### src/rtl/serial_add_sub_pkg.sv
// Shared definitions for the digit-serial adder/subtractor.
//
// Contents:
//   state_e          - controller states (idle, running, result held)
//   digit_is_legal() - true when DIGIT evenly divides WIDTH and 1 <= DIGIT <= WIDTH
//   num_steps()      - number of RUN cycles per operation (WIDTH / DIGIT)
//   count_width()    - width of the step counter, clog2(steps + 1)
package serial_add_sub_pkg;

  typedef enum logic [1:0] {
    StIdle = 2'd0,
    StRun  = 2'd1,
    StDone = 2'd2
  } state_e;

  function automatic bit digit_is_legal(input int unsigned width, input int unsigned digit);
    return (digit >= 1) && (digit <= width) && ((width % digit) == 0);
  endfunction

  // Guarded against DIGIT = 0 so an illegal configuration reaches the
  // explicit elaboration error instead of a divide-by-zero.
  function automatic int unsigned num_steps(input int unsigned width, input int unsigned digit);
    return (digit == 0) ? 1 : (width / digit);
  endfunction

  function automatic int unsigned count_width(input int unsigned width, input int unsigned digit);
    return (num_steps(width, digit) + 1 <= 2) ? 1 : $clog2(num_steps(width, digit) + 1);
  endfunction

endpackage

### src/rtl/full_adder.sv
// One-bit full adder composed of two half-adder stages.
//
// Ports:
//   a, b - addend bits
//   cin  - carry in
//   s    - sum bit
//   cout - carry out
module full_adder (
  input  logic a,
  input  logic b,
  input  logic cin,
  output logic s,
  output logic cout
);

  logic ha0_s;
  logic ha0_c;
  logic ha1_c;

  // First half adder: a + b.
  assign ha0_s = a ^ b;
  assign ha0_c = a & b;

  // Second half adder: partial sum + cin.
  assign s     = ha0_s ^ cin;
  assign ha1_c = ha0_s & cin;

  // At most one of the two stages can generate a carry.
  assign cout  = ha0_c | ha1_c;

endmodule

### src/rtl/serial_add_sub.sv
// Digit-serial two's-complement adder/subtractor with valid/ready handshakes.
//
// An operation is accepted in IDLE, then DIGIT bits are processed per cycle
// for WIDTH/DIGIT cycles, after which the result is held in DONE until the
// consumer accepts it. Subtraction is a + ~b + 1.
//
// Parameters:
//   WIDTH - operand/result width
//   DIGIT - bits processed per cycle (must divide WIDTH)
//
// Ports:
//   clk       - clock, rising edge
//   rst       - asynchronous active-high reset
//   in_valid  - operand request
//   in_ready  - block accepts operands (IDLE)
//   a, b      - operands
//   sub       - 0: a+b, 1: a-b
//   out_valid - result available (DONE)
//   out_ready - consumer accepts result
//   sum       - registered result
//   cout      - final carry (subtract: 1 = no borrow)
//   ovf       - signed overflow
module serial_add_sub
  import serial_add_sub_pkg::*;
#(
  parameter int unsigned WIDTH = 16,
  parameter int unsigned DIGIT = 1
) (
  input  logic             clk,
  input  logic             rst,
  input  logic             in_valid,
  output logic             in_ready,
  input  logic [WIDTH-1:0] a,
  input  logic [WIDTH-1:0] b,
  input  logic             sub,
  output logic             out_valid,
  input  logic             out_ready,
  output logic [WIDTH-1:0] sum,
  output logic             cout,
  output logic             ovf
);

  localparam int unsigned Steps = num_steps(WIDTH, DIGIT);
  localparam int unsigned CntW  = count_width(WIDTH, DIGIT);
  localparam logic [CntW-1:0] LastCnt = CntW'(Steps - 1);

  if (!digit_is_legal(WIDTH, DIGIT)) begin : g_illegal_params
    $fatal(1, "serial_add_sub: DIGIT must satisfy 1 <= DIGIT <= WIDTH and divide WIDTH");
  end

  state_e           state_q, state_d;
  logic [WIDTH-1:0] a_q, a_d;
  logic [WIDTH-1:0] b_q, b_d;
  logic             carry_q, carry_d;
  logic [CntW-1:0]  count_q, count_d;
  logic [WIDTH-1:0] sum_q, sum_d;
  logic             cout_q, cout_d;
  logic             ovf_q, ovf_d;

  // Per-cycle ripple slice over the DIGIT low bits of the operand registers.
  logic [DIGIT:0]   carry_chain;
  logic [DIGIT-1:0] slice_sum;
  logic [WIDTH-1:0] sum_next;

  assign carry_chain[0] = carry_q;

  for (genvar i = 0; i < DIGIT; i++) begin : g_slice
    full_adder u_fa (
      .a    (a_q[i]),
      .b    (b_q[i]),
      .cin  (carry_chain[i]),
      .s    (slice_sum[i]),
      .cout (carry_chain[i+1])
    );
  end

  // New digits enter from the MSB end so that after WIDTH/DIGIT steps the
  // first digit computed has arrived at the LSB.
  if (DIGIT == WIDTH) begin : g_sum_full
    assign sum_next = slice_sum;
  end else begin : g_sum_shift
    assign sum_next = {slice_sum, sum_q[WIDTH-1:DIGIT]};
  end

  always_comb begin
    state_d = state_q;
    a_d     = a_q;
    b_d     = b_q;
    carry_d = carry_q;
    count_d = count_q;
    sum_d   = sum_q;
    cout_d  = cout_q;
    ovf_d   = ovf_q;

    unique case (state_q)
      StIdle: begin
        if (in_valid) begin
          a_d     = a;
          b_d     = b ^ {WIDTH{sub}};
          carry_d = sub;
          count_d = '0;
          state_d = StRun;
        end
      end

      StRun: begin
        a_d     = a_q >> DIGIT;
        b_d     = b_q >> DIGIT;
        carry_d = carry_chain[DIGIT];
        sum_d   = sum_next;
        count_d = count_q + 1'b1;
        if (count_q == LastCnt) begin
          state_d = StDone;
          cout_d  = carry_chain[DIGIT];
          // On the last step the operand LSB digit holds the original MSBs.
          ovf_d   = (a_q[DIGIT-1] == b_q[DIGIT-1]) && (slice_sum[DIGIT-1] != a_q[DIGIT-1]);
        end
      end

      StDone: begin
        if (out_ready) begin
          state_d = StIdle;
        end
      end

      default: begin
        state_d = StIdle;
      end
    endcase
  end

  always_ff @(posedge clk or posedge rst) begin
    if (rst) begin
      state_q <= StIdle;
      a_q     <= '0;
      b_q     <= '0;
      carry_q <= 1'b0;
      count_q <= '0;
      sum_q   <= '0;
      cout_q  <= 1'b0;
      ovf_q   <= 1'b0;
    end else begin
      state_q <= state_d;
      a_q     <= a_d;
      b_q     <= b_d;
      carry_q <= carry_d;
      count_q <= count_d;
      sum_q   <= sum_d;
      cout_q  <= cout_d;
      ovf_q   <= ovf_d;
    end
  end

  assign in_ready  = (state_q == StIdle);
  assign out_valid = (state_q == StDone);
  assign sum       = sum_q;
  assign cout      = cout_q;
  assign ovf       = ovf_q;

endmodule

### config.mk
export PLATFORM = sky130hd
export DESIGN_NAME = serial_add_sub
export DESIGN_NICKNAME = d
export VERILOG_FILES = /design/src/rtl/serial_add_sub_pkg.sv /design/src/rtl/full_adder.sv /design/src/rtl/serial_add_sub.sv
export SDC_FILE = /design/constraint.sdc
export NUM_CORES = 1
export LEC_CHECK = 0
export BUFFER_PORTS_ARGS = -buffer_cell sky130_fd_sc_hd__buf_2
export CAP_MARGIN = 10
export CELL_PAD_IN_SITES_DETAIL_PLACEMENT = 1
export CELL_PAD_IN_SITES_GLOBAL_PLACEMENT = 1
export CORE_MARGIN = 4
export CORE_UTILIZATION = 38
export CTS_BUF_LIST = sky130_fd_sc_hd__clkbuf_16
export CTS_CLUSTER_SIZE = 12
export DETAILED_ROUTE_END_ITERATION = 8
export GPL_ROUTABILITY_DRIVEN = 0
export PLACE_DENSITY_LB_ADDON = 0.12
export SLEW_MARGIN = 40
export SYNTH_ARGS = -nofsm -noshare
export SYNTH_HDL_FRONTEND = slang
export SYNTH_SLANG_ARGS = --single-unit
### constraint.sdc
create_clock -name clk -period 1.5 [get_ports clk]
set_input_delay 0.075 -clock clk [delete_from_list [all_inputs] [get_ports clk]]
set_output_delay 0.075 -clock clk [all_outputs]
set_load 0.01 [all_outputs]
**Word level (Yosys, flattened, before mapping)**

Index checks and enable logic that the tools add are counted.

- Register bits after elaboration: 58
- Bits of input ports: 37
- Output and inout bits: 20
- Logic and storage cells: 41

- Add/sub/neg operators: 1
- Equality and inequality tests: 8
- Mux-type cells: 12
- Bitwise gates (word level): 6
- Reduce and logical (&&, ||, !) cells: 6

Operator list:

| cell | number |
|---|---|
| $pmux W16 S2 | 2 |
| $mux W16 | 2 |
| $xor A16 B16 Y16 | 1 |
| $pmux W5 S2 | 1 |
| $mux W2 | 3 |
| $pmux W2 S3 | 1 |
| $add A5 B1 Y5 const B | 1 |
| $eq A5 B4 Y1 const B | 1 |
| $mux W5 | 1 |
| $ne A2 B2 Y1 const B | 2 |
| $reduce_and A2 Y1 | 2 |
| $reduce_and A3 Y1 | 1 |
| $and A1 B1 Y1 | 2 |
| $eq A2 B1 Y1 const B | 1 |
| $eq A2 B2 Y1 const B | 1 |
| $logic_not A2 Y1 | 1 |
| $ne A2 B1 Y1 const B | 1 |
| $pmux W1 S2 | 1 |
| $reduce_bool A2 Y1 | 1 |
| $xor A1 B1 Y1 | 2 |
| $eq A1 B1 Y1 | 1 |
| $logic_and A1 B1 Y1 | 1 |
| $mux W1 | 1 |
| $ne A1 B1 Y1 | 1 |
| $or A1 B1 Y1 | 1 |

**Depth between registers and ports, before layout**

Gate-level depths: netlist of run 1.

- Depth after elaboration: 4
- Mapped depth: 6
- Mapped depth without buffers: 6

**By module**

A second synthesis of run 1 with hierarchy kept.

- Cell total of the unflattened synthesis: 302
- Area, all modules: 2865.2 µm²

Modules (own cells, without submodules):

| module | times used | cells each | area each (µm²) | sequential area each (µm²) |
|---|---|---|---|---|
| serial_add_sub | 1 | 301 | 2845.2 | 1451.4 |
| full_adder | 1 | 1 | 20.0 | 0.0 |

**Worst setup path before layout of run 1**

Ideal clock, no wire load.

- Path type: register -> register
- From: register count_q[0]
- To: register cout_q (netlist: cout)
- Library setup time: 0.125 ns
- Data arrival time: 1.430 ns
- Required time: 1.375 ns
- Slack: -0.055 ns
- Stages on the path, launching flop included: 6
- Path buffers: 0
- Clock period less this slack: 1.555 ns
- Path through: dfrtp_1 ha_1 and3_1 ha_1 nand3b_1 mux2_2

- Longest elaborated chain between the ends: 2

RTL lines:

| item | RTL line | RTL |
|---|---|---|
| from (decl) | serial_add_sub.sv:55 | `logic [CntW-1:0] count_q, count_d;` |
| from (signal assigned) | serial_add_sub.sv:147 | `count_q <= count_d;` |
| $eq A5 B4 Y1 | serial_add_sub.sv:112 | `if (count_q == LastCnt) begin` |
| $reduce_and A2 Y1 (no source line) | n/a |  |
| to (signal assigned) | serial_add_sub.sv:149 | `cout_q <= cout_d;` |
| to (decl) | serial_add_sub.sv:57 | `logic cout_q, cout_d;` |

No other way between the ends.
A chain may end at the register's enable or synchronous reset.

**Worst setup path in the final report of run 1**

- From: register count_q[0]
- To: register ovf_q (netlist: ovf)

- Longest elaborated chain between the ends: 2

RTL lines:

| item | RTL line | RTL |
|---|---|---|
| $eq A5 B4 Y1 | serial_add_sub.sv:112 |  |
| $reduce_and A2 Y1 (no source line) | n/a |  |
| to (signal assigned) | serial_add_sub.sv:150 | `ovf_q <= ovf_d;` |
| to (decl) | serial_add_sub.sv:58 | `logic ovf_q, ovf_d;` |

No other way between the ends.

==> results.py, run 1 <==
metrics = {
    "critical_path": {
        "crit_path_start_kind": "flop",
        "crit_required_ps": 1740,
        "crit_path_max_incr_delay_ps": 370,
        "reg2reg_depth": 6,
        "critPathKind": "flop to flop",
        "r2r-start": "count_q[0]",
        "cp.buffers_inverters": 1,
        "cp.arrival_ps": 1720,
        "crit_path_end_kind": "flop",
        "critPathSlowestCell": "dfrtp_1",
        "reg2reg_setup_slack_ps": 10,
        "crit_fanout": 3,
        "reg2reg_to": "ovf",
        "path_delay_family": "flip-flops",
        "crit_chain": "ha_2, and3_4, ha_4, nand3b_1, buf_4, o31ai_2",
    },
    "synth": {
        "yosysSeqAreaShare_pct": 51.15,
        "netlist_top_cells_area": "dfrtp_1, mux2_2, xnor2_1",
        "synth_area_um2": 2838,
        "synthFlopType": "dfrtp_1",
        "async_flop_share_pct": 100.0,
        "synth_top_area_share_pct": 51.15,
        "yosys.area.top_type": "dfrtp_1",
        "synth_area_per_cell_um2": 11.00,
        "synth_nets": 299,
        "ys_ff_latch": 58,
        "yosys_warnings": 0,
        "synthCells": 258,
        "synth_edf_count": 0,
        "synth_cell_types": 38,
    },
    "sta": {
        "relSlewSlack_pct": 71.07,
        "fin_skew_ps": 4.993,
        "worst_pin_slew_ps": 432.1,
        "timing.final.ws_setup_ps": 12.04,
        "rsz0062_at_grt": "yes",
        "hold_viol": 0,
        "setup_tns_ps": 0,
        "fmax_mhz": 672.1,
        "post-route-period-util_pct": 99.20,
        "final-setup-viol-count": 0,
        "period_minus_slack_ps": 1488,
        "slew_viol_final": 0,
    },
    "min_path": {
        "min_delay_worst_endpoint": "a_q[15]",
        "hp-class": "input port to flop",
        "whs_path_depth": 2,
        "hold_start": "a[15]",
    },
    "floorplanning": {
        "die_x_um": 94.42,
        "core_um2": 7253,
        "initial_utilization_pct": 39.12,
        "dieArea_um2": 8914,
        "io_pins": 57,
        "placementRows": 31,
        "fp.dieH_um": 94.42,
    },
    "placement": {
        "detailed_place_hpwl_um": 4688,
        "pre_cts_slack_ps": 13.96,
        "io_buffers": 56,
        "place_area_um2": 3353,
    },
    "clock_tree": {
        "cts_buffers": 9,
        "cts_tree": "yes",
        "htreeDepth": 3,
        "root_buffer": "clkbuf_16",
        "clkLatencyLatePin_ps": 330,
        "clk_pin_slew_ps": 60,
        "cts_sinks": 58,
        "clockBufferDepth": 2,
    },
    "global_route": {
        "overflow": 0,
        "grt_util_all_layers_pct": 17.19,
        "grt_first_pass_wirelength_um": 11870,
        "antenna_found_initial": 0,
        "grt_start_max_net_pins": 59,
        "first_global_vias": 2352,
    },
    "drt": {
        "vias": 2243,
        "antenna_left": 0,
        "viasPerCell": 5.109,
        "avgRoutedWirePerCell_um": 16.56,
        "drt-pass1-iter-count": 4,
        "drt_iter0_markers": 51,
        "remaining_drc_errors": 0,
        "routed_wirelength_um": 7271,
    },
    "cells_and_area": {
        "drive_gt1_share_pct": 38.24,
        "final_area_um2": 3770,
        "final_util_pct": 51.98,
        "fin_nets": 376,
        "insertedDiodeCount": 0,
        "area_growth_pct": 32.85,
    },
    "pwr": {
        "peakVddDrop_v": 0.0008113,
        "p_leak_nw": 1.738,
        "cellPowerDensity_nw_per_um2": 2159,
        "power_w": 0.008140,
    },
    "status": {
        "outcome": "complete, no violations",
    },
    "job": {
        "max-cap-violations": 0,
    },
}
-- cell usage after synthesis, drive strengths merged, types with 2 or more instances --
library cell / count
dfrtp: 58
nor2b: 10
a22o: 2
o211ai: 5
a22oi: 15
nand2b: 3
o32ai: 7
and2b: 3
ha: 3
xnor2: 17
and3b: 6
a21oi: 15
inv: 10
a221o: 8
nor2: 4
buf: 11
nand2: 20
clkbuf: 10
mux2: 17
o221ai: 2
o21ai: 19
-- state kept, by name, indices dropped and copies added (netlist names) --
signal,flops
sum,16
carry_q,1
ovf,1
cout,1
b_q,16
a_q,16
count_q,5
state_q,2
-- power by group --
part	total, W	switching, W	internal (W)	leakage [nW]
combinational	0.00312	0.00151	0.00161	0.851
clock	0.00224	0.000770	0.00147	0.156
sequential	0.00279	0.000508	0.00228	0.730
total	0.00814	0.00279	0.00535	1.74
-- worst max-delay path by stage --
stage,from,endpoint,slack (ps),cells past startpoint
3_3_place_gp,count_q[1],cout,50,5
5_1_grt,count_q[0],ovf,-110,6
6_report,count_q[0],ovf,10,6
4_1_cts,count_q[1],cout,10,5
3_5_place_dp,state_q[1],a_q[2],10,3
2_1_floorplan,count_q[1],cout,0.5,5
-- layer usage --
| layer | share of wire, % | up-vias | track usage (%) | wire length [µm] |
|---|---|---|---|---|
| li1 | - | 1084 | - | - |
| met1 | 46 | 1111 | 22.95 | 3366 |
| met2 | 49 | 42 | 27.54 | 3561 |
| met3 | 3.8 | 6 | 4.303 | 278 |
| met4 | 0.89 | 0 | 5.415 | 65 |
| met5 | 0 | - | 0 | 0 |
-- logic make-up (layout without fill, tap and decap cells) --
logic type / count (synthesis) / count (layout) / share of synthesized area [%]
multiplexers: 18 / 18 / 7.099
buffers and inverters: 31 / 113 / 5.071
AO/OA/AOI/OAI: 80 / 80 / 19.75
AND/OR/NAND/NOR: 50 / 50 / 9.656
adder cells (fa/ha/maj): 4 / 4 / 2.028
XOR/XNOR: 17 / 17 / 5.247
flip-flops: 58 / 58 / 51.15
-- through the flow --
stage | cells | hold WS [ps]
2_1_floorplan | 258 | 168.2
3_3_place_gp | 416 | 188.3
3_5_place_dp | 416 | 193.6
4_1_cts | 435 | 6.488
5_1_grt | 439 | 6.173
6_report | 439 | 8.318
-- layout make-up --
type / count / area [µm²]
fillers: 804 / 3483
flip-flops and latches: 58 / 1454
repair buffers: 87 / 543.0
multi-input cells: 169 / 1280
clock inverters: 7 / 102.6
clock buffers: 9 / 225.2
inverters: 10 / 41.29
well taps: 99 / 123.9
-- cell usage in the layout, fill, tap and decap left out, drive strengths merged, types with 2 or more instances in the layout --
| master | instances |
|---|---|
| dlygate4sd3 | 2 |
| and3b | 6 |
| a22o | 2 |
| nor2 | 4 |
| o211ai | 5 |
| clkbuf | 9 |
| a221o | 8 |
| o32ai | 7 |
| xnor2 | 17 |
| o221ai | 2 |
| clkinv | 3 |
| ha | 3 |
| a22oi | 15 |
| dfrtp | 58 |
| a21oi | 15 |
| nand2 | 20 |
| nor2b | 10 |
| mux2 | 17 |
| o21ai | 19 |
| inv | 10 |
| clkinvlp | 2 |
| and2b | 3 |
| bufinv | 2 |
| nand2b | 3 |
| buf | 85 |
-- what timing repair did --
| item | CTS | global route |
|---|---|---|
| pin swaps | 0 | 2 |
| endpoints found under the hold margin | 59 | 0 |
| hold buffers | 2 | 0 |
| buffers inserted | 1 | 4 |
| resized for setup | 2 | 6 |
| endpoints found under the setup margin | 2 | 26 |
Power figures use the tool's default switching activity.
==> inputs of run 2 (changes only) <==
--- a/config.mk
+++ b/config.mk
@@ -10,7 +10,7 @@
 export CELL_PAD_IN_SITES_DETAIL_PLACEMENT = 1
 export CELL_PAD_IN_SITES_GLOBAL_PLACEMENT = 1
 export CORE_MARGIN = 4
-export CORE_UTILIZATION = 38
+export CORE_UTILIZATION = 37
 export CTS_BUF_LIST = sky130_fd_sc_hd__clkbuf_16
 export CTS_CLUSTER_SIZE = 12
 export DETAILED_ROUTE_END_ITERATION = 8
@@ -19,4 +19,5 @@
 export SLEW_MARGIN = 40
 export SYNTH_ARGS = -nofsm -noshare
 export SYNTH_HDL_FRONTEND = slang
+export SYNTH_HIERARCHICAL = 1
 export SYNTH_SLANG_ARGS = --single-unit
==> run 2 against run 1 <==
Non-clock buffer count rose by 3. Via count rose by 9.1%. First-iteration DRC count rose by 59%. Critical endpoint unchanged. Register-to-register slack improved by 30 ps. Maximum frequency rose by 1.8%. Largest power group unchanged. Core utilization fell by 1.9 points. Worst setup slack improved by 26 ps. Critical path depth fell by 1. Die area rose by 3.4%.
==> results.py, run 2 <==
metrics = {
    "sta": {
        "hold_viol": 0,
        "fin_skew_ps": 6.885,
        "fmax_mhz": 684.1,
        "relSlewSlack_pct": 62.16,
        "worst_pin_slew_ps": 566.5,
        "slew_viol_final": 0,
        "final-setup-viol-count": 0,
        "post-route-period-util_pct": 97.46,
        "fin_hold_ws_ps": 20.80,
        "period_minus_slack_ps": 1462,
    },
    "floorplanning": {
        "placementRows": 31,
        "die_x_um": 96,
        "fp.dieH_um": 96,
        "initial_utilization_pct": 38.68,
        "dieArea_um2": 9216,
        "core_um2": 7408,
        "io_pins": 57,
    },
    "synth": {
        "async_flop_share_pct": 100.0,
        "yosysSeqAreaShare_pct": 50.66,
        "ys_ff_latch": 58,
        "synthMostInstantiatedCell": "nand2_1",
        "synthTopCellsByCount": "nand2_1, dfrtp_1, o21ai_0, inv_1, clkbuf_1",
        "synth_cell_types": 33,
        "synth_area_um2": 2865,
        "synth_edf_count": 0,
        "synth_area_per_cell_um2": 9.488,
        "synthFlopType": "dfrtp_1",
        "yosys_warnings": 6,
        "netlist_top_cells_area": "dfrtp_1, nand2_1, xnor2_1",
        "synthCells": 302,
        "synth_nets": 342,
        "synth_top_area_share_pct": 50.66,
        "yosys.area.top_type": "dfrtp_1",
    },
    "placement": {
        "io_buffers": 56,
        "place_inst": 458,
        "detailed_place_hpwl_um": 5112,
        "place_area_um2": 3385,
    },
    "drt": {
        "drt_iter0_markers": 81,
        "antenna_left": 0,
        "drt-pass1-iter-count": 4,
        "viasPerCell": 5.085,
        "avgRoutedWirePerCell_um": 15.47,
        "vias": 2446,
        "routed_wirelength_um": 7442,
        "remaining_drc_errors": 0,
    },
    "min_path": {
        "hold_start": "a[15]",
        "hp-class": "input port to flop",
        "min_delay_worst_endpoint": "a_q[15]",
        "whs_path_depth": 2,
    },
    "cells_and_area": {
        "final_common_cell": "nand2_1",
        "final_util_pct": 50.09,
        "final_area_um2": 3711,
        "fill_cells": 878,
        "area_growth_pct": 29.52,
        "fin_nets": 417,
        "drive_gt1_share_pct": 28.27,
        "final_cell_mix": "nand2_1, dfrtp_1, buf_2",
        "insertedDiodeCount": 0,
        "multi_input_area_um2": 1235,
        "stdcell_count": 481,
        "seqCellArea_um2": 1454,
    },
    "clock_tree": {
        "root_buffer": "clkbuf_16",
        "htreeDepth": 3,
        "clkLatencyLatePin_ps": 320,
        "cts_tree": "yes",
        "clk_pin_slew_ps": 50,
        "cts_buffers": 9,
        "clockBufferDepth": 2,
        "cts_sinks": 58,
    },
    "critical_path": {
        "reg2reg_setup_slack_ps": 40,
        "path_delay_family": "flip-flops",
        "crit_path_max_incr_delay_ps": 380,
        "reg2reg_depth": 5,
        "crit_path_start_kind": "flop",
        "crit_chain": "ha_1, and3_1, ha_2, nand2_2, mux2_2",
        "reg2reg_to": "ovf",
        "crit_fanout": 3,
        "crit_required_ps": 1700,
        "crit_path_end_kind": "flop",
        "critPathKind": "flop to flop",
        "critPathSlowestCell": "dfrtp_1",
        "cp.arrival_ps": 1670,
        "cp.buffers_inverters": 0,
        "r2r-start": "count_q[0]",
    },
    "pwr": {
        "pwr-share-comb_pct": 39.0,
        "p_int_w": 0.004636,
        "cellPowerDensity_nw_per_um2": 1965,
        "p_sw_share_pct": 36.42,
        "p_leak_nw": 1.788,
        "seqPwrFrac_pct": 36.9,
        "clkPwrFrac_pct": 24.1,
        "peakVddDrop_v": 0.0007423,
        "p_switching_w": 0.002656,
    },
    "job": {
        "max-cap-violations": 0,
    },
    "global_route": {
        "overflow": 0,
        "antenna_found_initial": 0,
        "grt_start_max_net_pins": 29,
        "grt_util_all_layers_pct": 17.62,
        "grt_first_pass_wirelength_um": 12430,
        "first_global_vias": 2554,
    },
    "status": {
        "outcome": "complete, no violations",
    },
}
## run 2: changes by cell type after synthesis, moves of 7 or more
cell	previous run	this run
nand2_1	20	64
mux2_2	17	2
inv_1	10	18
a31oi_1	1	8
and2_1	0	7
clkbuf_1	10	17
o32ai_1	6	13
## run 2: through the flow
step / total power (W) / TNS (ps) / worst slack [ps]
2_1_floorplan: 0.004379 / 0 / 0.3038
3_3_place_gp: 0.005365 / 0 / 9.718
3_5_place_dp: 0.005479 / -18.29 / -9.775
4_1_cts: 0.007353 / 0 / 3.746
5_1_grt: 0.007882 / -4.719 / -3.130
6_report: 0.007291 / 0 / 38.13
## run 2: how the worst max path moves through the flow
stage                          start    to  slack [ps]  depth (start not counted)
after CTS                 count_q[0]   ovf           4                          5
final                     count_q[0]   ovf          40                          5
after global placement    count_q[0]   ovf          10                          5
after global routing      count_q[0]   ovf          -3                          5
after detailed placement  count_q[0]   ovf         -10                          5
after floorplan           count_q[0]  cout         0.3                          5
## run 2: power groups by stage
stage / logic, W / clock network (W) / registers [W]
floorplan: 0.00166 / 0 / 0.00272
global placement: 0.00268 / 0 / 0.00269
detailed placement: 0.00277 / 0 / 0.00271
CTS: 0.00286 / 0.00180 / 0.00270
global route: 0.00323 / 0.00187 / 0.00278
finish: 0.00284 / 0.00176 / 0.00269
## run 2: cells by family (layout without fill, tap and decap cells)
logic type	Yosys count	in the layout	share of synthesized area, %
buffers and inverters	44	124	6.506
flip-flops	58	58	50.65
adder cells (fa/ha/maj)	3	3	1.572
XOR/XNOR	16	16	4.891
AO/OA/AOI/OAI	85	85	20.92
AND/OR/NAND/NOR	94	94	14.67
multiplexers	2	2	0.7860
## run 2: cell type report
cell class              instances  area share (%)
inverters                      18           2.023
clock buffers                   9           6.069
flip-flops and latches         58           39.18
clock inverters                 7          0.7755
well taps                      99           3.338
repair buffers                 90           15.34
multi-input cells             200           33.28
## run 2: timing repair
item,in CTS,in global routing
setup buffers,3,2
endpoints found under the setup margin,3,12
endpoints found under the hold margin,23,0
hold buffers,2,0
cloned,0,0
resized for setup,2,4
pin swaps,0,2
## run 2: worst register-to-register path, cell delays in order, from the launching register on
cell and delay, ps:
dfrtp_1 380, ha_1 210, and3_1 180, ha_2 170, nand2_2 80, mux2_2 330
## run 2: metal layers
| metal | part of all wire [%] | track usage (%) |
|---|---|---|
| met5 | 0 | 0 |
| met4 | 1.8 | 7.109 |
| met3 | 4.5 | 3.675 |
| met2 | 48 | 28.18 |
| met1 | 46 | 23.22 |
